`src/rtl/datapath_param_team1.sv`:
```
// Parametrised common-bus datapath for the basic computer.
// Register file (PC/AR/DR/AC/IR/TR/E), ALU, handshaked memory port with a
// read-data holding register (MDR), multiplexed input channels and a
// valid/ready output channel.
//
// Memory FSM
//   state      | meaning
//   ST_IDLE    | no transaction; MEM_RD/MEM_WR start one
//   ST_RD_WAIT | read request outstanding; mem_ack loads MDR
//   ST_WR_WAIT | write request outstanding; mem_ack completes it
module datapath_param_team1 #(
   parameter  int DATA_W = 16,
   parameter  int ADDR_W = 12,
   parameter  int N_IO   = 2,
   localparam int IO_W   = (N_IO > 1) ? $clog2(N_IO) : 1
) (
   input  logic                clk,
   input  logic                RST_N,
   input  logic                CLR_GLOBAL,
   input  logic [2:0]          S,
   input  logic [6:0]          LD_EN,
   input  logic [4:0]          INR_EN,
   input  logic [4:0]          CLR_EN,
   input  logic [2:0]          ALU_OP,
   input  logic                CLE,
   input  logic                CME,
   input  logic                MEM_RD,
   input  logic                MEM_WR,
   output logic                mem_req,
   output logic                mem_we,
   output logic [ADDR_W-1:0]   mem_addr,
   output logic [DATA_W-1:0]   mem_wdata,
   input  logic [DATA_W-1:0]   mem_rdata,
   input  logic                mem_ack,
   output logic                BUSY,
   input  logic [8*N_IO-1:0]   IN_DATA,
   input  logic [N_IO-1:0]     IN_VALID,
   input  logic [IO_W-1:0]     IO_SEL,
   output logic [N_IO-1:0]     IN_ACK,
   output logic [7:0]          OUT_DATA,
   output logic                OUT_VALID,
   input  logic                OUT_READY,
   output logic                FGI,
   output logic                FGO,
   output logic [ADDR_W-1:0]   out_PC,
   output logic [ADDR_W-1:0]   out_AR,
   output logic [DATA_W-1:0]   out_DR,
   output logic [DATA_W-1:0]   out_AC,
   output logic [DATA_W-1:0]   out_IR,
   output logic [DATA_W-1:0]   out_TR,
   output logic [DATA_W-1:0]   out_bus,
   output logic                out_E,
   output logic                Zero_DR
);

   // load strobe bit positions
   localparam int LD_PC   = 0;
   localparam int LD_AR   = 1;
   localparam int LD_DR   = 2;
   localparam int LD_AC   = 3;
   localparam int LD_IR   = 4;
   localparam int LD_TR   = 5;
   localparam int LD_OUTR = 6;

   // increment / clear strobe bit positions
   localparam int IX_PC = 0;
   localparam int IX_AR = 1;
   localparam int IX_DR = 2;
   localparam int IX_AC = 3;
   localparam int IX_TR = 4;

   localparam logic [2:0] OP_HOLD = 3'd0;
   localparam logic [2:0] OP_AND  = 3'd1;
   localparam logic [2:0] OP_ADD  = 3'd2;
   localparam logic [2:0] OP_LDA  = 3'd3;
   localparam logic [2:0] OP_COM  = 3'd4;
   localparam logic [2:0] OP_SHR  = 3'd5;
   localparam logic [2:0] OP_SHL  = 3'd6;
   localparam logic [2:0] OP_INP  = 3'd7;

   typedef enum logic [1:0] {
      ST_IDLE    = 2'd0,
      ST_RD_WAIT = 2'd1,
      ST_WR_WAIT = 2'd2
   } mem_state_t;

   logic [ADDR_W-1:0] pc, ar;
   logic [DATA_W-1:0] dr, ac, ir, tr, mdr;
   logic              e;
   logic [7:0]        outr;
   logic              out_valid, fgo, fgi;
   logic [DATA_W-1:0] bus;

   logic [7:0]        in_byte;
   logic              sel_valid;
   logic [N_IO-1:0]   sel_onehot;
   logic              inp_fire;

   logic [DATA_W-1:0] alu_ac;
   logic              alu_e;

   mem_state_t        state, state_nxt;
   logic              mem_start;
   logic              rd_done;

   // common bus source select; address registers are zero-extended
   always_comb begin
      bus = '0;
      case (S)
         3'd0:    bus = '0;
         3'd1:    bus = DATA_W'(ar);
         3'd2:    bus = DATA_W'(pc);
         3'd3:    bus = dr;
         3'd4:    bus = ac;
         3'd5:    bus = ir;
         3'd6:    bus = tr;
         3'd7:    bus = mdr;
         default: bus = '0;
      endcase
   end

   // input channel mux; an out-of-range IO_SEL selects nothing
   always_comb begin
      in_byte    = '0;
      sel_valid  = 1'b0;
      sel_onehot = '0;
      for (int k = 0; k < N_IO; k++) begin
         if (IO_SEL == IO_W'(k)) begin
            in_byte       = IN_DATA[8*k +: 8];
            sel_valid     = IN_VALID[k];
            sel_onehot[k] = 1'b1;
         end
      end
   end

   assign inp_fire = LD_EN[LD_AC] && (ALU_OP == OP_INP);

   // the consume pulse is raised in the same cycle the byte is taken
   always_comb begin
      IN_ACK = '0;
      if (RST_N && inp_fire) IN_ACK = sel_onehot;
   end

   // ALU result for AC and E; ops that do not touch E pass it through
   always_comb begin
      alu_ac = ac;
      alu_e  = e;
      case (ALU_OP)
         OP_HOLD: alu_ac = ac;
         OP_AND:  alu_ac = ac & dr;
         OP_ADD:  {alu_e, alu_ac} = {1'b0, ac} + {1'b0, dr};
         OP_LDA:  alu_ac = dr;
         OP_COM:  alu_ac = ~ac;
         OP_SHR:  begin
            alu_ac = {e, ac[DATA_W-1:1]};
            alu_e  = ac[0];
         end
         OP_SHL:  begin
            alu_ac = {ac[DATA_W-2:0], e};
            alu_e  = ac[DATA_W-1];
         end
         OP_INP:  alu_ac = (ac & ~DATA_W'(8'hFF)) | DATA_W'(in_byte);
         default: alu_ac = ac;
      endcase
   end

   // PC: clear > load > increment
   always_ff @(posedge clk or negedge RST_N) begin
      if (!RST_N)                             pc <= '0;
      else if (CLR_GLOBAL || CLR_EN[IX_PC])   pc <= '0;
      else if (LD_EN[LD_PC])                  pc <= bus[ADDR_W-1:0];
      else if (INR_EN[IX_PC])                 pc <= pc + ADDR_W'(1);
   end

   // AR: clear > load > increment
   always_ff @(posedge clk or negedge RST_N) begin
      if (!RST_N)                             ar <= '0;
      else if (CLR_GLOBAL || CLR_EN[IX_AR])   ar <= '0;
      else if (LD_EN[LD_AR])                  ar <= bus[ADDR_W-1:0];
      else if (INR_EN[IX_AR])                 ar <= ar + ADDR_W'(1);
   end

   // DR: clear > load > increment
   always_ff @(posedge clk or negedge RST_N) begin
      if (!RST_N)                             dr <= '0;
      else if (CLR_GLOBAL || CLR_EN[IX_DR])   dr <= '0;
      else if (LD_EN[LD_DR])                  dr <= bus;
      else if (INR_EN[IX_DR])                 dr <= dr + DATA_W'(1);
   end

   // AC: clear > ALU write > increment
   always_ff @(posedge clk or negedge RST_N) begin
      if (!RST_N)                             ac <= '0;
      else if (CLR_GLOBAL || CLR_EN[IX_AC])   ac <= '0;
      else if (LD_EN[LD_AC])                  ac <= alu_ac;
      else if (INR_EN[IX_AC])                 ac <= ac + DATA_W'(1);
   end

   // TR: clear > load > increment
   always_ff @(posedge clk or negedge RST_N) begin
      if (!RST_N)                             tr <= '0;
      else if (CLR_GLOBAL || CLR_EN[IX_TR])   tr <= '0;
      else if (LD_EN[LD_TR])                  tr <= bus;
      else if (INR_EN[IX_TR])                 tr <= tr + DATA_W'(1);
   end

   // IR is load-only and survives the global clear
   always_ff @(posedge clk or negedge RST_N) begin
      if (!RST_N)             ir <= '0;
      else if (LD_EN[LD_IR])  ir <= bus;
   end

   // E: explicit clear/complement override the ALU carry/shift-out
   always_ff @(posedge clk or negedge RST_N) begin
      if (!RST_N)              e <= 1'b0;
      else if (CLR_GLOBAL)     e <= 1'b0;
      else if (CLE)            e <= 1'b0;
      else if (CME)            e <= ~e;
      else if (LD_EN[LD_AC])   e <= alu_e;
   end

   // input flag follows the selected channel one cycle late; INP consumes it
   always_ff @(posedge clk or negedge RST_N) begin
      if (!RST_N)         fgi <= 1'b0;
      else if (inp_fire)  fgi <= 1'b0;
      else                fgi <= sel_valid;
   end

   // output channel: a new load takes precedence over a same-cycle accept
   always_ff @(posedge clk or negedge RST_N) begin
      if (!RST_N) begin
         outr      <= '0;
         out_valid <= 1'b0;
         fgo       <= 1'b1;
      end else if (LD_EN[LD_OUTR]) begin
         outr      <= bus[7:0];
         out_valid <= 1'b1;
         fgo       <= 1'b0;
      end else if (out_valid && OUT_READY) begin
         out_valid <= 1'b0;
         fgo       <= 1'b1;
      end
   end

   // memory FSM state register
   always_ff @(posedge clk or negedge RST_N) begin
      if (!RST_N) state <= ST_IDLE;
      else        state <= state_nxt;
   end

   // memory FSM next state and request outputs; read wins over write
   always_comb begin
      state_nxt = state;
      mem_start = 1'b0;
      rd_done   = 1'b0;
      mem_req   = 1'b0;
      mem_we    = 1'b0;
      case (state)
         ST_IDLE: begin
            if (MEM_RD) begin
               state_nxt = ST_RD_WAIT;
               mem_start = 1'b1;
            end else if (MEM_WR) begin
               state_nxt = ST_WR_WAIT;
               mem_start = 1'b1;
            end
         end
         ST_RD_WAIT: begin
            mem_req = 1'b1;
            if (mem_ack) begin
               state_nxt = ST_IDLE;
               rd_done   = 1'b1;
            end
         end
         ST_WR_WAIT: begin
            mem_req = 1'b1;
            mem_we  = 1'b1;
            if (mem_ack) state_nxt = ST_IDLE;
         end
         default: state_nxt = ST_IDLE;
      endcase
   end

   assign BUSY = mem_req;

   // address/data are captured at request start and held until completion
   always_ff @(posedge clk or negedge RST_N) begin
      if (!RST_N) begin
         mem_addr  <= '0;
         mem_wdata <= '0;
      end else if (mem_start) begin
         mem_addr  <= ar;
         mem_wdata <= bus;
      end
   end

   // MDR: a completing read is never lost to a coincident global clear
   always_ff @(posedge clk or negedge RST_N) begin
      if (!RST_N)          mdr <= '0;
      else if (rd_done)    mdr <= mem_rdata;
      else if (CLR_GLOBAL) mdr <= '0;
   end

   assign OUT_DATA  = outr;
   assign OUT_VALID = out_valid;
   assign FGI       = fgi;
   assign FGO       = fgo;
   assign out_PC    = pc;
   assign out_AR    = ar;
   assign out_DR    = dr;
   assign out_AC    = ac;
   assign out_IR    = ir;
   assign out_TR    = tr;
   assign out_bus   = bus;
   assign out_E     = e;
   assign Zero_DR   = (dr == '0);

endmodule

```
`config.mk`:
```
export PLATFORM = sky130hd
export DESIGN_NAME = datapath_param_team1
export DESIGN_NICKNAME = d
export VERILOG_FILES = /design/src/rtl/datapath_param_team1.sv
export SDC_FILE = /design/constraint.sdc
export NUM_CORES = 1
export LEC_CHECK = 0
export CAP_MARGIN = 10
export CORE_MARGIN = 2
export CORE_UTILIZATION = 56
export DETAILED_ROUTE_END_ITERATION = 7
export PLACE_DENSITY = 0.87
export SYNTH_ARGS = -nofsm -noshare
export SYNTH_HDL_FRONTEND = slang
export SYNTH_SLANG_ARGS = --single-unit
```
`constraint.sdc`:
```
create_clock -name clk -period 5.48 [get_ports clk]
set_input_delay 1.096 -clock clk [delete_from_list [all_inputs] [get_ports clk]]
set_output_delay 1.096 -clock clk [all_outputs]
set_load 0.03 [all_outputs]
```
==> results, run 1 <==
- The number of buffer cells added on primary ports is 216.
- The startpoint-to-endpoint class of the critical path is in -> out.
- The primary flip-flop cell chosen by synthesis mapping is dfrtp_1.
- The combined global-route utilization of all metal layers is 37.3%.
- The number of nets with antenna violations after detailed routing is 0.
- In this run the worst hold path is classified as reg -> reg.
- After synthesis, the largest area contributor takes up 37.2% of total cell area.
- The total of endpoints with negative setup slack in the final report is 0.
- The number of flip-flops and latches in the synthesized netlist is 146.
- OpenSTA, run right after detailed placement, puts the worst setup slack at 0.702 ns.
- Dividing the detail-routed via count by the number of cells gives 6.50.
- STA classifies the critical path startpoint as a primary input.
- Detailed placement ended at an HPWL of 24200 µm.
- In the final layout, the share of cells above drive strength 1 is 9.69%.
- The number of DRC violations after detailed-routing iteration 0 is 1402.
- The synthesis-to-finish area growth is 29.6%.
- The library cell occupying the most area in the post-synthesis netlist is dfrtp_1.
- After floorplanning, the core was sized to cover 17200 µm².
- The worst setup slack after layout is 0.574 ns.
- The area enclosed by the die boundary is 18500 µm².
- In the final design database the tool counted 1391 nets.
- The run finished with clean final reports.
- The fraction of synthesis flops using an asynchronous set or reset pin is 100%.
- The number of global-route vias before repair is 9309.
- By area the synthesized netlist is led by dfrtp_1, a211oi_1, nor2_1.
- The critical path's largest stage delay is 0.73 ns.
- The TritonCTS buffer count is 17.
- After synthesis the cells add up to 9750 µm².
- The measured slew at the worst slew-check pin is 1.14 ns.
- The number of detailed-route iterations in the first pass is 6.
- Pin placement for this block handled 217 I/O pins.
- For this design, the slowest cell found on the critical path is clkdlybuf4s50_1.
- The buffering stage count on the worst path with inverters included is 4.
- The wire length reported by the detailed router is 34000 µm.
- The clock transition time at the flip-flop clock pins of the worst setup and hold paths is 0.07 ns.
- The maximum root-to-sink buffer count is 2.
- The cell that appears most often on the critical path is clkdlybuf4s50_1.
- The critical hold path startpoint is mem_wdata[0].
- Setup repair after global routing left no endpoint under its margin.
- The final weighted congestion in routability-driven placement is 1.03.
- The count of buffers added by post-CTS timing repair for setup is 0.
- The final hold violation count is 0.
- The remaining global-route overflow is 0.
- The count of distinct cell types in the synthesized netlist is 72.
- The chip height is 136 µm.
- The root buffer cell is clkbuf_16.
- On the final layout, the worst clock skew is 0.0125 ns.
- The synthesized design contains 0 enable-type register cells.
- The worst slack on hold paths is 0.488 ns.
- For the worst setup path, the data arrival time is 3.81 ns.
- The placed instance count is 1504.
- The post-route DRC violation count is 0.
- The worst setup path is captured at an output pin.
- The sequential element share of the synthesized area is 37.5%.
- Entering global routing, the biggest net connects 65 pins.
- For the worst setup path, the data required time is 4.38 ns.
- TritonCTS built the clock tree.
- The number of pins with negative max-slew slack in the final report is 0.
- The starting density of the core is 56.7%.
- The synthesized instance count is 1117.
- The quantity of gates resized following cts is 0.
- The average instance in the mapped netlist occupies 8.72 µm².
- The maximum VDD drop is 0.512 mV.
- Total power for the finished layout comes to 0.00357 W.
- The routed layout has 9980 vias.
- Leaving out filler cells and counting taps, the final layout contains 1536.
- The count of max-cap constraint violations is 0.
- In this run the tightest slew margin relative to its limit is 23.9%.
- In the final timing run, aggregate negative setup slack is 0 ns.
- The standard-cell row count is 48.
- From left edge to right edge, the die measures 136 µm.
- 0 antenna diodes ended up in the layout.
- The CTS sink count is 146.
- For this design the static power due to leakage is 5.40 nW.
- The post-synthesis net count is 1210.
- The number of antenna violations at the first check in global routing is 0.
- The worst register-to-register path begins at out_AC[0].
- Traced cell by cell, the critical path runs through clkdlybuf4s50_1 > buf_12 > and2b_1 > nand2_1 > o21ai_0 > a32o_1 > a21oi_1 > inv_1 > clkdlybuf4s50_1.
- The routed length per instance is 22.1 µm.
- The first global-routing pass estimated 52300 µm of wire.
- The launching element of the worst setup path is S[1].
- The number of buffers inserted by hold repair at cts is 0.
- The clock latency of the later-clocked register in the worst-skew pair is 0.44 ns.
- The critical path's top delay family is buffers and inverters.
- Based on the critical path, the design can be clocked at up to 0.204 GHz.
- For the finished layout, the period the worst path requires is 4.91 ns.
- The power per standard cell area is 283 nW/µm².
- The portion of the clock cycle consumed by the worst path in the final layout is 89.5%.
- During synthesis, Yosys emitted a total of 0 warnings.
- The maximum fanout count along the critical path is 28.
- The H-tree generated during clock tree synthesis spans 4 levels.
## stage by stage
stage,instance area (µm²),util [%]
floorplan,9750,-
global placement,12100,70.3
detailed placement,12100,70.3
CTS,12600,73.5
global route,12600,73.5
finish,12600,73.5
## final timing paths
kind | end | slack, ns | cells after the start
worst max-delay path | out_bus[2] | 0.57 | 9
worst min-delay path | mem_wdata[0] | 0.49 | 2
worst max register to register | out_AC[14] | 2.30 | 8
worst min register to register | mem_wdata[0] | 0.49 | 2
max in group asynchronous | out_AR[11] | 3.07 | 3
min in group asynchronous | out_TR[6] | 0.57 | 1
## layer usage
metal / vias up / global-route usage [%] / share of wire [%]
li1: 4399 / - / -
met1: 4704 / 50.3 / 38
met2: 745 / 55.2 / 44
met3: 132 / 10.1 / 13
met4: 0 / 19.4 / 4.9
met5: - / 0 / 0
## cell usage after synthesis, drive strengths merged, types with 6 or more instances
cell type,number
o22ai,10
a22o,7
ha,25
a211oi,70
or2,8
mux2i,18
nor2b,15
nand3,31
nor3,6
and2,6
nor2,132
o21ai,79
xnor2,47
nand2,102
xor2,22
nand2b,24
clkbuf,52
and3,18
mux2,36
inv,29
buf,30
a22oi,16
a21oi,78
mux4,11
o211ai,6
dfrtp,145
nand4,18
a21o,14
## flip-flops by register name (all words and copies together), names as in the netlist
| register | cells |
|---|---|
| out_E | 1 |
| state | 2 |
| OUT_VALID | 1 |
| mem_wdata | 16 |
| mdr | 16 |
| FGO | 1 |
| out_PC | 12 |
| mem_addr | 12 |
| OUT_DATA | 8 |
| FGI | 1 |
| out_IR | 16 |
| out_DR | 16 |
| out_AC | 16 |
| out_AR | 12 |
| out_TR | 16 |
## kinds of logic after synthesis
group	after synthesis	synth area share [%]
simple gates	374	17.8
compound gates	326	21.9
flops	146	37.5
buf+inv	111	4.69
xor+xnor	69	6.20
mux	65	8.55
fa+ha+maj	26	3.42
## cell type report
class | instances | area, µm²
multi-input cells | 860 | 5650
fillers | 1258 | 4550
flip-flops and latches | 146 | 3650
repair buffers | 244 | 2390
clock buffers | 17 | 425
well taps | 225 | 282
clock inverters | 15 | 126
inverters | 29 | 109
## tightest hold or removal path, cell delays in order (launching register included)
cell and delay [ns]:
dfrtp_1 0.35, nand2_1 0.05, o21ai_1 0.06
## layout by cell type, fill, tap and decap left out, types with 11 or more instances in the layout
master / count
o21ai_1: 23
o21ai_0: 55
a211oi_1: 69
nor2b_1: 15
a22oi_1: 16
nor2_1: 131
and3_1: 18
clkdlybuf4s50_1: 215
nand2b_1: 24
xnor2_1: 47
mux2i_1: 18
nand3_1: 31
nand2_1: 102
dfrtp_1: 145
a21oi_1: 74
clkbuf_16: 17
mux2_2: 31
xor2_1: 22
a21o_1: 13
ha_1: 25
nand4_1: 18
inv_1: 19
mux4_2: 11
buf_4: 27
## where the power goes
group	switching, W	internal (W)
logic	0.000665	0.000450
registers	0.000144	0.00121
clock network	0.000516	0.000593
Power figures use the tool's default switching activity.
==> run 2: changes to the inputs <==
--- a/config.mk
+++ b/config.mk
@@ -8,8 +8,11 @@
 export CAP_MARGIN = 10
 export CORE_MARGIN = 2
 export CORE_UTILIZATION = 56
+export CTS_CLUSTER_SIZE = 25
 export DETAILED_ROUTE_END_ITERATION = 7
 export PLACE_DENSITY = 0.87
+export REMOVE_ABC_BUFFERS = 1
+export SLEW_MARGIN = 10
 export SYNTH_ARGS = -nofsm -noshare
 export SYNTH_HDL_FRONTEND = slang
 export SYNTH_SLANG_ARGS = --single-unit
==> run 2 against run 1 <==
Compared with the run above: first-iteration DRC count is 23% lower; sequential power hardly changed; worst setup slack worse by 0.052 ns; design area hardly changed; clock power hardly changed; utilization is 0.066 points lower.
==> results, run 2 (synthesis results as in run 1) <==
- The number of DRC violations after detailed-routing iteration 0 is 1075 (was 1402).
- The final hold violation count was 0 (unchanged).
- The combined global-route utilization of all metal layers came to 36.1% (was 37.3%).
- The number of buffer cells added on primary ports came to 216 (unchanged).
- The number of antenna violations at the first check in global routing came to 0 (unchanged).
- The worst-case clock skew is 0.00797 ns (was 0.0125 ns).
- The multi-input logic area is 5650 µm² (unchanged).
- The startpoint-to-endpoint class of the critical path was in -> out (unchanged).
- The root buffer cell is clkbuf_16 (unchanged).
- The cell type of the slowest stage on the worst timing path is clkdlybuf4s50_1 (unchanged).
- The portion of the clock cycle consumed by the worst path in the final layout is 90.5% (was 89.5%).
- The fill cell total of the finished layout was 1264 (was 1258).
- The arrival time of the worst setup path is 3.86 ns (was 3.81 ns).
- The number of global-route vias before repair came to 9335 (was 9309).
- The placeable core area is 17200 µm² (unchanged).
- Commonest cells after routing, fill and taps aside: clkdlybuf4s50_1, dfrtp_1, nor2_1 (unchanged).
- The highest clock frequency the design can meet is 0.202 GHz (was 0.204 GHz).
- The starting density of the core is 56.7% (unchanged).
- The pin count of the biggest net entering global routing was 65 (unchanged).
- The final weighted congestion in routability-driven placement is 0.964 (was 1.03).
- The power per standard cell area came to 284 nW/µm² (was 283 nW/µm²).
- The number of pins with negative max-slew slack in the final report is 0 (unchanged).
- The sequential standard cell area was 3650 µm² (unchanged).
- The measured slew at the worst slew-check pin is 1.18 ns (was 1.14 ns).
- The most frequent standard cell in the layout excluding fill and tap cells was clkdlybuf4s50_1 (unchanged).
- The count of buffers added by post-CTS timing repair for setup is 0 (unchanged).
- The standard-cell row count is 48 (unchanged).
- The clock transition time at the flip-flop clock pins of the worst setup and hold paths is 0.06 ns (was 0.07 ns).
- The number of detailed-route iterations in the first pass came to 6 (unchanged).
- The number of top-level design ports is 217 (unchanged).
- The count of max-cap constraint violations is 0 (unchanged).
- The cell repeated most along the worst path is clkdlybuf4s50_1 (unchanged).
- The area enclosed by the die boundary is 18500 µm² (unchanged).
- The wire length reported by the detailed router is 33200 µm (was 34000 µm).
- The global-route wire length before repair was 51500 µm (was 52300 µm).
- The TritonCTS clock tree was done (unchanged).
- The share of layout cells above drive strength 1 came to 9.55% (was 9.69%).
- The remaining global-route overflow is 0 (unchanged).
- The required time of the worst setup path is 4.38 ns (about the same).
- The post-detailed-placement half-perimeter wirelength came to 23400 µm (was 24200 µm).
- The die extent in x came to 136 µm (unchanged).
- The final sum of negative setup slack is 0 ns (unchanged).
- The critical path's top delay family is buffers and inverters (unchanged).
- The via count normalized by instance count came to 6.44 (was 6.50).
- The headroom to the max-slew limit was 21.2% (was 23.9%).
- The worst hold path class is reg -> reg (unchanged).
- The post-route core utilization is 73.5% (about the same).
- The total via count in the routed design is 9886 (was 9980).
- The minimum clock period after layout is 4.96 ns (was 4.91 ns).
- The leakage power is 5.40 nW (about the same).
- The routed length per instance is 21.6 µm (was 22.1 µm).
- The number of buffers inserted by hold repair at cts is 0 (unchanged).
- The clock latency of the later-clocked register in the worst-skew pair is 0.43 ns (was 0.44 ns).
- The startpoint kind of the worst setup timing path is a primary input (unchanged).
- Status: complete, no violations (unchanged).
- The number of nets with antenna violations after detailed routing is 0 (unchanged).
- The depth of the CTS H-tree is 4 (unchanged).
- The maximum fanout count along the critical path came to 13 (was 28).
- The CTS sink count came to 146 (unchanged).
- Sequence of cells on the critical path: clkdlybuf4s50_1 > and2b_1 > nand2_1 > o21ai_0 > a32o_1 > a21oi_1 > inv_1 > clkdlybuf4s50_1 (was clkdlybuf4s50_1 > buf_12 > and2b_1 > nand2_1 > o21ai_0 > a32o_1 > a21oi_1 > inv_1 > clkdlybuf4s50_1).
- The final antenna diode count came to 0 (unchanged).
- The TritonCTS buffer count is 17 (unchanged).
- The count of nets after finishing was 1389 (was 1391).
- The synthesis-to-finish area growth was 29.5% (was 29.6%).
- The critical path's largest stage delay is 0.99 ns (was 0.73 ns).
- The kind of end point of the critical path is an output pin (unchanged).
- The buffering stage count on the worst path with inverters included is 3 (was 4).
- The chip height came to 136 µm (unchanged).
- The maximum VDD drop came to 0.351 mV (was 0.512 mV).
- RSZ-0062 raised after global routing: no (unchanged).
- The quantity of gates resized following cts was 0 (unchanged).
- The maximum root-to-sink buffer count is 2 (unchanged).
- The post-route DRC violation count is 0 (unchanged).
- The total of endpoints with negative setup slack in the final report is 0 (unchanged).
-- run 2: cell types whose count changed in the layout (fill, tap and decap cells not counted), sizes merged --
cell	change
clkinv	+3
clkdlybuf4s50	-1
inv	-4
buf	-1
clkbuf	+1
bufinv	+1
clkinvlp	-1
-- run 2: final cells by class --
class,instances,share of cell area [%]
Multi-Input combinational cell,860,44.7
Sequential cell,146,29.0
Timing Repair Buffer,242,18.8
Clock buffer,18,3.40
Tap cell,225,2.23
Clock inverter,14,1.04
Inverter,29,0.863
-- run 2: metrics by stage --
step | setup WS [ns] | cells | cell area, µm² | total power (W) | hold WS [ns]
final | 0.522 | 1534 | 12600 | 0.00359 | 0.484
after global routing | 0.515 | 1534 | 12600 | 0.00373 | 0.514
after CTS | 0.617 | 1534 | 12600 | 0.00358 | 0.494
after detailed placement | 0.687 | 1502 | 12100 | 0.00246 | 0.480
after global placement | 0.743 | 1502 | 12100 | 0.00243 | 0.462
after floorplan | 2.14 | 1035 | 9400 | 0.00191 | 0.494
-- run 2: where the power goes --
| group | switching, W | leakage [nW] | internal, W | total [W] |
|---|---|---|---|---|
| Combinational | 0.000671 | 3.16 | 0.000451 | 0.00112 |
| Clock | 0.000500 | 0.269 | 0.000631 | 0.00113 |
| Sequential | 0.000132 | 1.97 | 0.00121 | 0.00134 |
| Total | 0.00130 | 5.40 | 0.00229 | 0.00359 |
-- run 2: worst paths after layout --
| path | from | to | slack [ns] | cells past startpoint |
|---|---|---|---|---|
| max | S[2] | out_bus[2] | 0.52 | 8 |
| min | mem_wdata[15] | mem_wdata[15] | 0.48 | 2 |
| max reg2reg | out_AC[0] | out_AC[14] | 2.38 | 8 |
| min reg2reg | mem_wdata[15] | mem_wdata[15] | 0.48 | 2 |
| max in group asynchronous | RST_N | out_PC[8] | 3.13 | 3 |
| min in group asynchronous | RST_N | mem_addr[11] | 0.53 | 1 |
-- run 2: per-layer routing --
layer	up-vias	wire [µm]	GRT usage, %
met4	0	1810	18.8
met2	673	15400	57.8
met3	140	3330	7.42
met1	4687	12700	46.3
met5	-	0	0
li1	4386	-	-
-- run 2: tightest hold or removal path: stages (launching register included) --
cell and delay, ns:
dfrtp_1 0.34, nand2_1 0.05, o21ai_0 0.06
==> run 3: changes to the inputs <==
==> constraint.sdc (replaced) <==
create_clock -name clk -period 6.1 [get_ports clk]
set_input_delay 1.22 -clock clk [delete_from_list [all_inputs] [get_ports clk]]
set_output_delay 1.22 -clock clk [all_outputs]
set_load 0.03 [all_outputs]
==> run 3 against run 2 <==
Compared with the run above: register-to-register slack better by 0.61 ns; count of clock-buffer cells in the layout up 1; critical path depth unchanged; flip-flop and latch count unchanged; worst hold slack better by 0.0037 ns; design area down 0.27%; worst setup slack better by 0.24 ns; utilization down 0.20 points; power down 9.3%; via count down 1.0%; non-clock buffer count down 6; clock skew down 0.00055 ns.
==> results, run 3 (synthesis results as in run 1) <==
- The minimum clock period after layout is 5.34 ns.
- The worst setup slack after layout is 0.759 ns (was 0.522 ns).
- The root buffer cell is clkbuf_16 (unchanged).
- The critical path's largest stage delay was 0.91 ns (was 0.99 ns).
- The wire length reported by the detailed router is 32600 µm (was 33200 µm).
- The pin count of the biggest net entering global routing is 78 (was 65).
- The count of buffers added by post-CTS timing repair for setup is 0 (unchanged).
- The arrival time of the worst setup path is 4.12 ns (was 3.86 ns).
- The clock latency of the later-clocked register in the worst-skew pair is 0.43 ns (about the same).
- The TritonCTS buffer count was 17 (unchanged).
- The power per standard cell area came to 259 nW/µm² (was 284 nW/µm²).
- The final antenna diode count is 0 (unchanged).
- The area enclosed by the die boundary is 18500 µm² (unchanged).
- The routed length per instance is 21.3 µm (was 21.6 µm).
- RSZ-0062 raised after global routing: no (unchanged).
- The startpoint kind of the worst setup timing path is a primary input (unchanged).
- The number of pins with negative max-slew slack in the final report is 0 (unchanged).
- The kind of end point of the critical path was an output pin (unchanged).
- The global-route wire length before repair is 50000 µm (was 51500 µm).
- The sequential fraction of design power is 37.0% (was 37.3%).
- The post-route core utilization came to 73.3% (was 73.5%).
- The power spent charging and discharging nets is 0.00116 W (was 0.00130 W).
- The measured slew at the worst slew-check pin was 1.15 ns (was 1.18 ns).
- The cell type of the slowest stage on the worst timing path is clkdlybuf4s50_1 (unchanged).
- The clock network fraction of design power is 32.3% (was 31.5%).
- The count of nets after finishing came to 1383 (was 1389).
- The depth of the CTS H-tree was 4 (unchanged).
- The via count normalized by instance count is 6.40 (was 6.44).
- The total of endpoints with negative setup slack in the final report is 0 (unchanged).
- The startpoint-to-endpoint class of the critical path was in -> out (unchanged).
- The number of top-level design ports is 217 (unchanged).
- The standard-cell row count is 48 (unchanged).
- The pre-CTS setup slack is 0.911 ns (was 0.687 ns).
- The number of buffer cells added on primary ports is 216 (unchanged).
- The starting density of the core is 56.7% (unchanged).
- The maximum root-to-sink buffer count is 2 (unchanged).
- The headroom to the max-slew limit is 23.1% (was 21.2%).
- Timing would allow up to 0.187 GHz.
- The post-detailed-placement half-perimeter wirelength came to 22900 µm (was 23400 µm).
- The final weighted congestion in routability-driven placement is 0.955 (was 0.964).
- The number of nets with antenna violations after detailed routing came to 0 (unchanged).
- The post-route DRC violation count is 0 (unchanged).
- The leakage power was 5.38 nW (was 5.40 nW).
- The most frequent standard cell in the layout excluding fill and tap cells is clkdlybuf4s50_1 (unchanged).
- The switching power as a share of total power is 35.7% (was 36.3%).
- The clock transition time at the flip-flop clock pins of the worst setup and hold paths is 0.07 ns (was 0.06 ns).
- The number of DRC violations after detailed-routing iteration 0 is 1203 (was 1075).
- The count of max-cap constraint violations is 0 (unchanged).
- The worst-case clock skew is 0.00742 ns (was 0.00797 ns).
- The maximum VDD drop is 0.272 mV (was 0.351 mV).
- The fill cell total of the finished layout is 1294 (was 1264).
- The CTS sink count came to 146 (unchanged).
- Commonest cells after routing, fill and taps aside: clkdlybuf4s50_1, dfrtp_1, nor2_1 (unchanged).
- The total via count in the routed design was 9783 (was 9886).
- The number of global-route vias before repair is 9176 (was 9335).
- The synthesis-to-finish area growth is 29.1% (was 29.5%).
- The combined global-route utilization of all metal layers is 34.9% (was 36.1%).
- The placeable core area is 17200 µm² (unchanged).
- The maximum fanout count along the critical path came to 18 (was 13).
- Status: complete, no violations (unchanged).
- The quantity of gates resized following cts is 0 (unchanged).
- The required time of the worst setup path is 4.88 ns (was 4.38 ns).
- The worst hold path class is reg -> reg (unchanged).
- The multi-input logic area is 5650 µm² (unchanged).
- The power share of the combinational group was 30.7% (was 31.3%).
- Sequence of cells on the critical path: clkdlybuf4s50_1 > buf_4 > mux2_2 > a21oi_1 > nor2_1 > a21oi_1 > inv_2 > clkdlybuf4s50_1 (was clkdlybuf4s50_1 > and2b_1 > nand2_1 > o21ai_0 > a32o_1 > a21oi_1 > inv_1 > clkdlybuf4s50_1).
- The final hold violation count is 0 (unchanged).
- The die extent in x was 136 µm (unchanged).
- The final sum of negative setup slack is 0 ns (unchanged).
- The remaining global-route overflow is 0 (unchanged).
- The sequential standard cell area was 3650 µm² (unchanged).
- The number of buffers inserted by hold repair at cts is 0 (unchanged).
- The internal power summed over all cells came to 0.00209 W (was 0.00229 W).
- The number of detailed-route iterations in the first pass came to 5 (was 6).
- The number of cells traversed by the worst hold path is 2 (unchanged).
- After layout, the worst path uses 87.6% of the clock period.
- The total power consumption of the routed design is 0.00325 W (was 0.00359 W).
- The chip height is 136 µm (unchanged).
- The TritonCTS clock tree was done (unchanged).
- The number of antenna violations at the first check in global routing is 0 (unchanged).
- The share of layout cells above drive strength 1 is 9.06% (was 9.55%).
- The cell count of the worst reg-to-reg path is 8 (unchanged).
-- run 3: critical path, delay by kind of cell --
kind	cells	cell delay (ns)
and+or+nand+nor	1	0.07
muxes	1	0.37
AOI/OAI and AO/OA	2	0.48
buffers and inverters	4	1.96
-- run 3: path summary, 6_finish.rpt --
kind                              start  slack (ns)            to
min                        mem_wdata[2]        0.49  mem_wdata[2]
min in group asynchronous         RST_N        0.81  mem_addr[11]
max reg2reg                   out_AC[0]        2.99    out_AC[14]
min reg2reg                mem_wdata[2]        0.49  mem_wdata[2]
max in group asynchronous         RST_N        3.82    out_DR[12]
max                                S[2]        0.76   out_bus[11]
-- run 3: cell type report --
type | instances | area share, %
inverters | 29 | 0.865
clock buffers | 19 | 3.44
clock inverters | 13 | 1.20
flip-flops and latches | 146 | 29.0
repair buffers | 236 | 18.3
well taps | 225 | 2.24
multi-input cells | 860 | 44.9
-- run 3: per-stage QoR --
stage | instance area (µm²) | cells | hold slack, ns
global route | 12600 | 1528 | 0.521
detailed placement | 12000 | 1496 | 0.476
finish | 12600 | 1528 | 0.487
CTS | 12600 | 1528 | 0.492
floorplan | 9400 | 1035 | 0.494
global placement | 12000 | 1496 | 0.463
-- run 3: power groups by stage --
stage                     Clock (W)  Combinational, W  Sequential [W]
after global routing        0.00110           0.00106         0.00121
after global placement            0          0.000965         0.00121
final                       0.00105           0.00100         0.00120
after detailed placement          0          0.000987         0.00121
after CTS                   0.00105          0.000995         0.00120
after floorplan                   0          0.000372         0.00134
-- run 3: per-layer routing --
metal / GRT usage (%) / share of wire (%)
met2: 56.6 / 47
met3: 6.94 / 10
met1: 45.0 / 38
met4: 16.5 / 4.4
met5: 0 / 0
==> RTL change 1: new RTL, settings of run 1 <==
Encoding of `mem_state_t`: now one-hot (3 bits for 3 states).
--- a/src/rtl/datapath_param_team1.sv
+++ b/src/rtl/datapath_param_team1.sv
@@ -78,10 +78,10 @@
    localparam logic [2:0] OP_SHL  = 3'd6;
    localparam logic [2:0] OP_INP  = 3'd7;
 
-   typedef enum logic [1:0] {
-      ST_IDLE    = 2'd0,
-      ST_RD_WAIT = 2'd1,
-      ST_WR_WAIT = 2'd2
+   typedef enum logic [2:0] {
+      ST_IDLE    = 3'b001,
+      ST_RD_WAIT = 3'b010,
+      ST_WR_WAIT = 3'b100
    } mem_state_t;
 
    logic [ADDR_W-1:0] pc, ar;
Behaviour: no difference found for any inputs over 4 cycles, from zero or initial values and one cycle with RST_N low; so few cycles prove little.
==> RTL change 1 against run 1 <==
First-iteration DRC count decreased by 19%; area after synthesis increased by 5.4%; maximum frequency increased by 0.48%; total power increased by 3.9%; sequential cell count increased by 1; design area increased by 3.2%; setup slack improved by 0.024 ns; clock skew about the same; wire length increased by 7.6%; die area increased by 5.2%; via count increased by 5.3%.
==> RTL change 1: results (changes against run 1) <==
status complete, no violations; GR Layer Usage met1 47.7% (-2.6 points); Synth area leaders dfrtp_1 (35%), a211oi_1 (5.0%), nor2_1 (4.8%); pre-CTS setup slack 0.679 ns (-0.0234 ns); detailed placement HPWL 25900 um (+6.9%); Max FO, Critical Path 14 (-50%); Crit path largest cell delay 0.95 ns (+0.22 ns); first-pass GRT wire length 56800 um (+8.6%); Setup Skew 0.0122 ns (-0.000240 ns); vias in the first global route 10134 (+8.9%); drt via density 6.62 (+1.9%); arrival time worst endpoint 3.79 ns (-0.02 ns); Placed Cells 1555 (+3.4%); actual transition at the worst max-transition pin 1.14 ns (+0.00338 ns); M2 GR Usage 58.7% (+3.4 points); Cells after Synth 1173 (+5.0%); WHS 0.476 ns (-0.0115 ns); Synth cell types 92 (+28%); met2 wire length 16700 um (+12%); post-synth net total 1263 (+4.4%); via count 10512 (+5.3%); CP endpoint out_bus[11]; LEAKAGE 5.40 nW (about the same); Routability Congestion 0.989 (-3.8%); Clock group 0.00122 W (+9.9%); Final min period 4.88 ns (-0.0235 ns); Setup crit start S[2]; Int Power 0.00233 W (+3.4%); post-synthesis sequential area ratio 35.8% (-1.7 points); met3 Resource Use GR 7.64% (-2.4 points); Tightest Hold Check Type input pin to asynchronous set/reset pin; pin count of the biggest net entering global routing 73 (+12%); initial DRC count 1141 (-19%); Final #Nets 1435 (+3.2%)
## RTL change 1: changes by cell type after synthesis, sizes merged, moves of 6 or more
cell,before,now
nor2b,15,23
o22ai,10,0
nand2,102,96
xnor2,47,41
a21oi,78,72
inv,29,43
a31oi,4,11
a21o,14,5
buf,30,46
mux2i,18,26
nor3,6,18
clkbuf,52,42
## RTL change 1: final cells by class
| class | count | share of cell area [%] |
|---|---|---|
| well taps | 229 | 2.20 |
| clock inverters | 15 | 1.52 |
| flip-flops and latches | 147 | 28.3 |
| clock buffers | 17 | 3.26 |
| repair buffers | 241 | 17.8 |
| multi-input cells | 895 | 45.7 |
| inverters | 43 | 1.24 |
## RTL change 1: cell families after synthesis
family / after synthesis / share of synthesized area, %
AND/OR/NAND/NOR: 397 / 18.8
AO/OA/AOI/OAI: 344 / 23.2
flip-flops: 147 / 35.8
buffers and inverters: 131 / 6.18
multiplexers: 66 / 7.65
XOR/XNOR: 65 / 5.54
adder cells (fa/ha/maj): 23 / 2.88
==> RTL change 2: new RTL, config.mk and constraints of run 1 <==
Made on the original files. `ADDR_W`: 12 -> 13.
--- a/src/rtl/datapath_param_team1.sv
+++ b/src/rtl/datapath_param_team1.sv
@@ -10,7 +10,7 @@
 //   ST_WR_WAIT | write request outstanding; mem_ack completes it
 module datapath_param_team1 #(
    parameter  int DATA_W = 16,
-   parameter  int ADDR_W = 12,
+   parameter  int ADDR_W = 13,
    parameter  int N_IO   = 2,
    localparam int IO_W   = (N_IO > 1) ? $clog2(N_IO) : 1
 ) (
Ports: changed (resized mem_addr, out_AR and out_PC); port bits go from 217 to 220. No check against the original RTL was run, so the function may have changed too.
==> RTL change 2 against run 1 <==
Sequential power rose by 3%; sequential cell count rose by 3; count of clock-buffer cells in the layout rose by 3; total power rose by 7.7%; wire length rose by 11%; design area rose by 3.1%; setup slack improved by 0.11 ns; area after synthesis rose by 3.1%; largest power group unchanged.
==> RTL change 2: results (changes against run 1) <==
status complete, no violations; seq_cells 149 (+2.1%); nonclk buf count 254 (+4.1%); vias in the first global route 9706 (+4.3%); pin count of the biggest net entering global routing 77 (+18%); multi-input gates 873 (+1.5%); dpl cell area 12400 um2 (+2.6%); post-synthesis sequential area ratio 37.1% (-0.36 points); Tot GR Track Use 40.1% (+2.8 points); area added between synthesis and finish 29.6% (about the same); post-synth net total 1239 (+2.4%); n_diodes 3 (+3); fraction of layout cells with a size suffix above 1 11.3% (+1.6 points); metal3 WL 4660 um (+3.7%); Setup Skew 0.00996 ns (-0.00249 ns); final-layout clock buffer total 20 (+3); nonclk inv count 37 (+28%); drt via density 6.63 (+2.0%); Max VDD drop 236 uV (-54%); antenna violations before repair 1 (+1); Reg area 3730 um2 (+2.1%); initial DRC count 1566 (+12%); Critical R2R Launch out_AC[0]$_DFFE_PN0P_; arrival time worst endpoint 3.70 ns (-0.11 ns); hold_sp mem_wdata[4]$_DFFE_PN0P_; LEAKAGE 5.40 nW (about the same); met3 Resource Use GR 9.90% (-0.16 points); M2 GR Usage 60.3% (+5.0 points); Post-CTS Setup Inserts 0 (unchanged); fraction of area in multi-input gates 44.5% (-0.22 points); first-pass GRT wire length 56400 um (+7.9%); Skew-Pair Late Insertion Delay 0.43 ns; DRT Pass-1 Iters 5 (-1); Fill cells 1280 (+1.7%); ClkCell Share 4.70% (+0.33 points); Synth cell types 83 (+15%); Clock Pin Slew Worst Setup and Hold Paths approximately 0.060 ns; GR Layer Usage met1 55.2% (+4.9 points); die width 138 um (+1.5%); actual transition at the worst max-transition pin 1.19 ns (+0.0494 ns); most frequent cells after synthesis dfrtp_1 (148), nor2_1 (126), nand2_1 (105); I/O Buffers 219 (+1.4%); non-clk buf share 18.9% (-0.023 points); Synth area leaders dfrtp_1 (37%), a211oi_1 (5.5%), nor2_1 (4.7%); Max FO, Critical Path 20 (-29%); Routability Congestion 0.982 (-4.5%); detailed placement HPWL 27000 um (+12%); H-tree levels 4 (unchanged); met2 wire length 16800 um (+12%); Final #Nets 1425 (+2.4%); area leader, netlist dfrtp_1; WL met1 14900 um (+15%); Setup crit start S[0]; Final min period 4.80 ns (-0.109 ns); WL/cell 24.1 um (+8.6%)
RTL change 2: cell count changes after synthesis, moves of 9 or more:
cell,before,now
o21ai_1,24,3
clkbuf_1,52,41
xor2_1,22,13
buf_2,17,28
o21ai_0,55,81
inv_1,19,29
RTL change 2: final timing paths:
check | cells after the start | slack [ns] | end
max | 6 | 0.68 | out_bus[12]
min | 2 | 0.49 | mem_wdata[4]$_DFFE_PN0P_
max reg2reg | 9 | 2.46 | out_AC[14]$_DFFE_PN0P_
min reg2reg | 2 | 0.49 | mem_wdata[4]$_DFFE_PN0P_
max in group asynchronous | 3 | 2.97 | mdr[8]$_DFFE_PN0P_
min in group asynchronous | 1 | 0.55 | out_TR[7]$_DFFE_PN0P_
RTL change 2: per-stage QoR:
| step | hold WS, ns | worst slack (ns) | instances |
|---|---|---|---|
| after global routing | 0.509 | 0.479 | 1570 |
| final | 0.485 | 0.683 | 1573 |
| after global placement | 0.463 | 0.744 | 1538 |
| after floorplan | 0.494 | 2.01 | 1146 |
| after detailed placement | 0.473 | 0.723 | 1538 |
| after CTS | 0.488 | 0.719 | 1570 |
RTL change 2: cell families after synthesis:
kind of cell / count (synthesis) / share of synthesized area, %
mux: 67 / 8.15
buf+inv: 124 / 5.33
simple gates: 366 / 17.1
fa+ha+maj: 26 / 3.31
xor+xnor: 65 / 5.67
flops: 149 / 37.1
compound gates: 349 / 23.3
RTL change 2: power by group:
part           internal [W]  switching [W]
Clock              0.000737       0.000504
Sequential          0.00124       0.000155
Combinational      0.000481       0.000733
Total               0.00246        0.00139
RTL change 2: worst max-delay path: stages:
cell,delay [ns]
clkdlybuf4s50_1,1.00
nor2b_1,0.50
a22o_1,0.26
a21oi_2,0.08
inv_1,0.07
clkdlybuf4s50_1,0.68
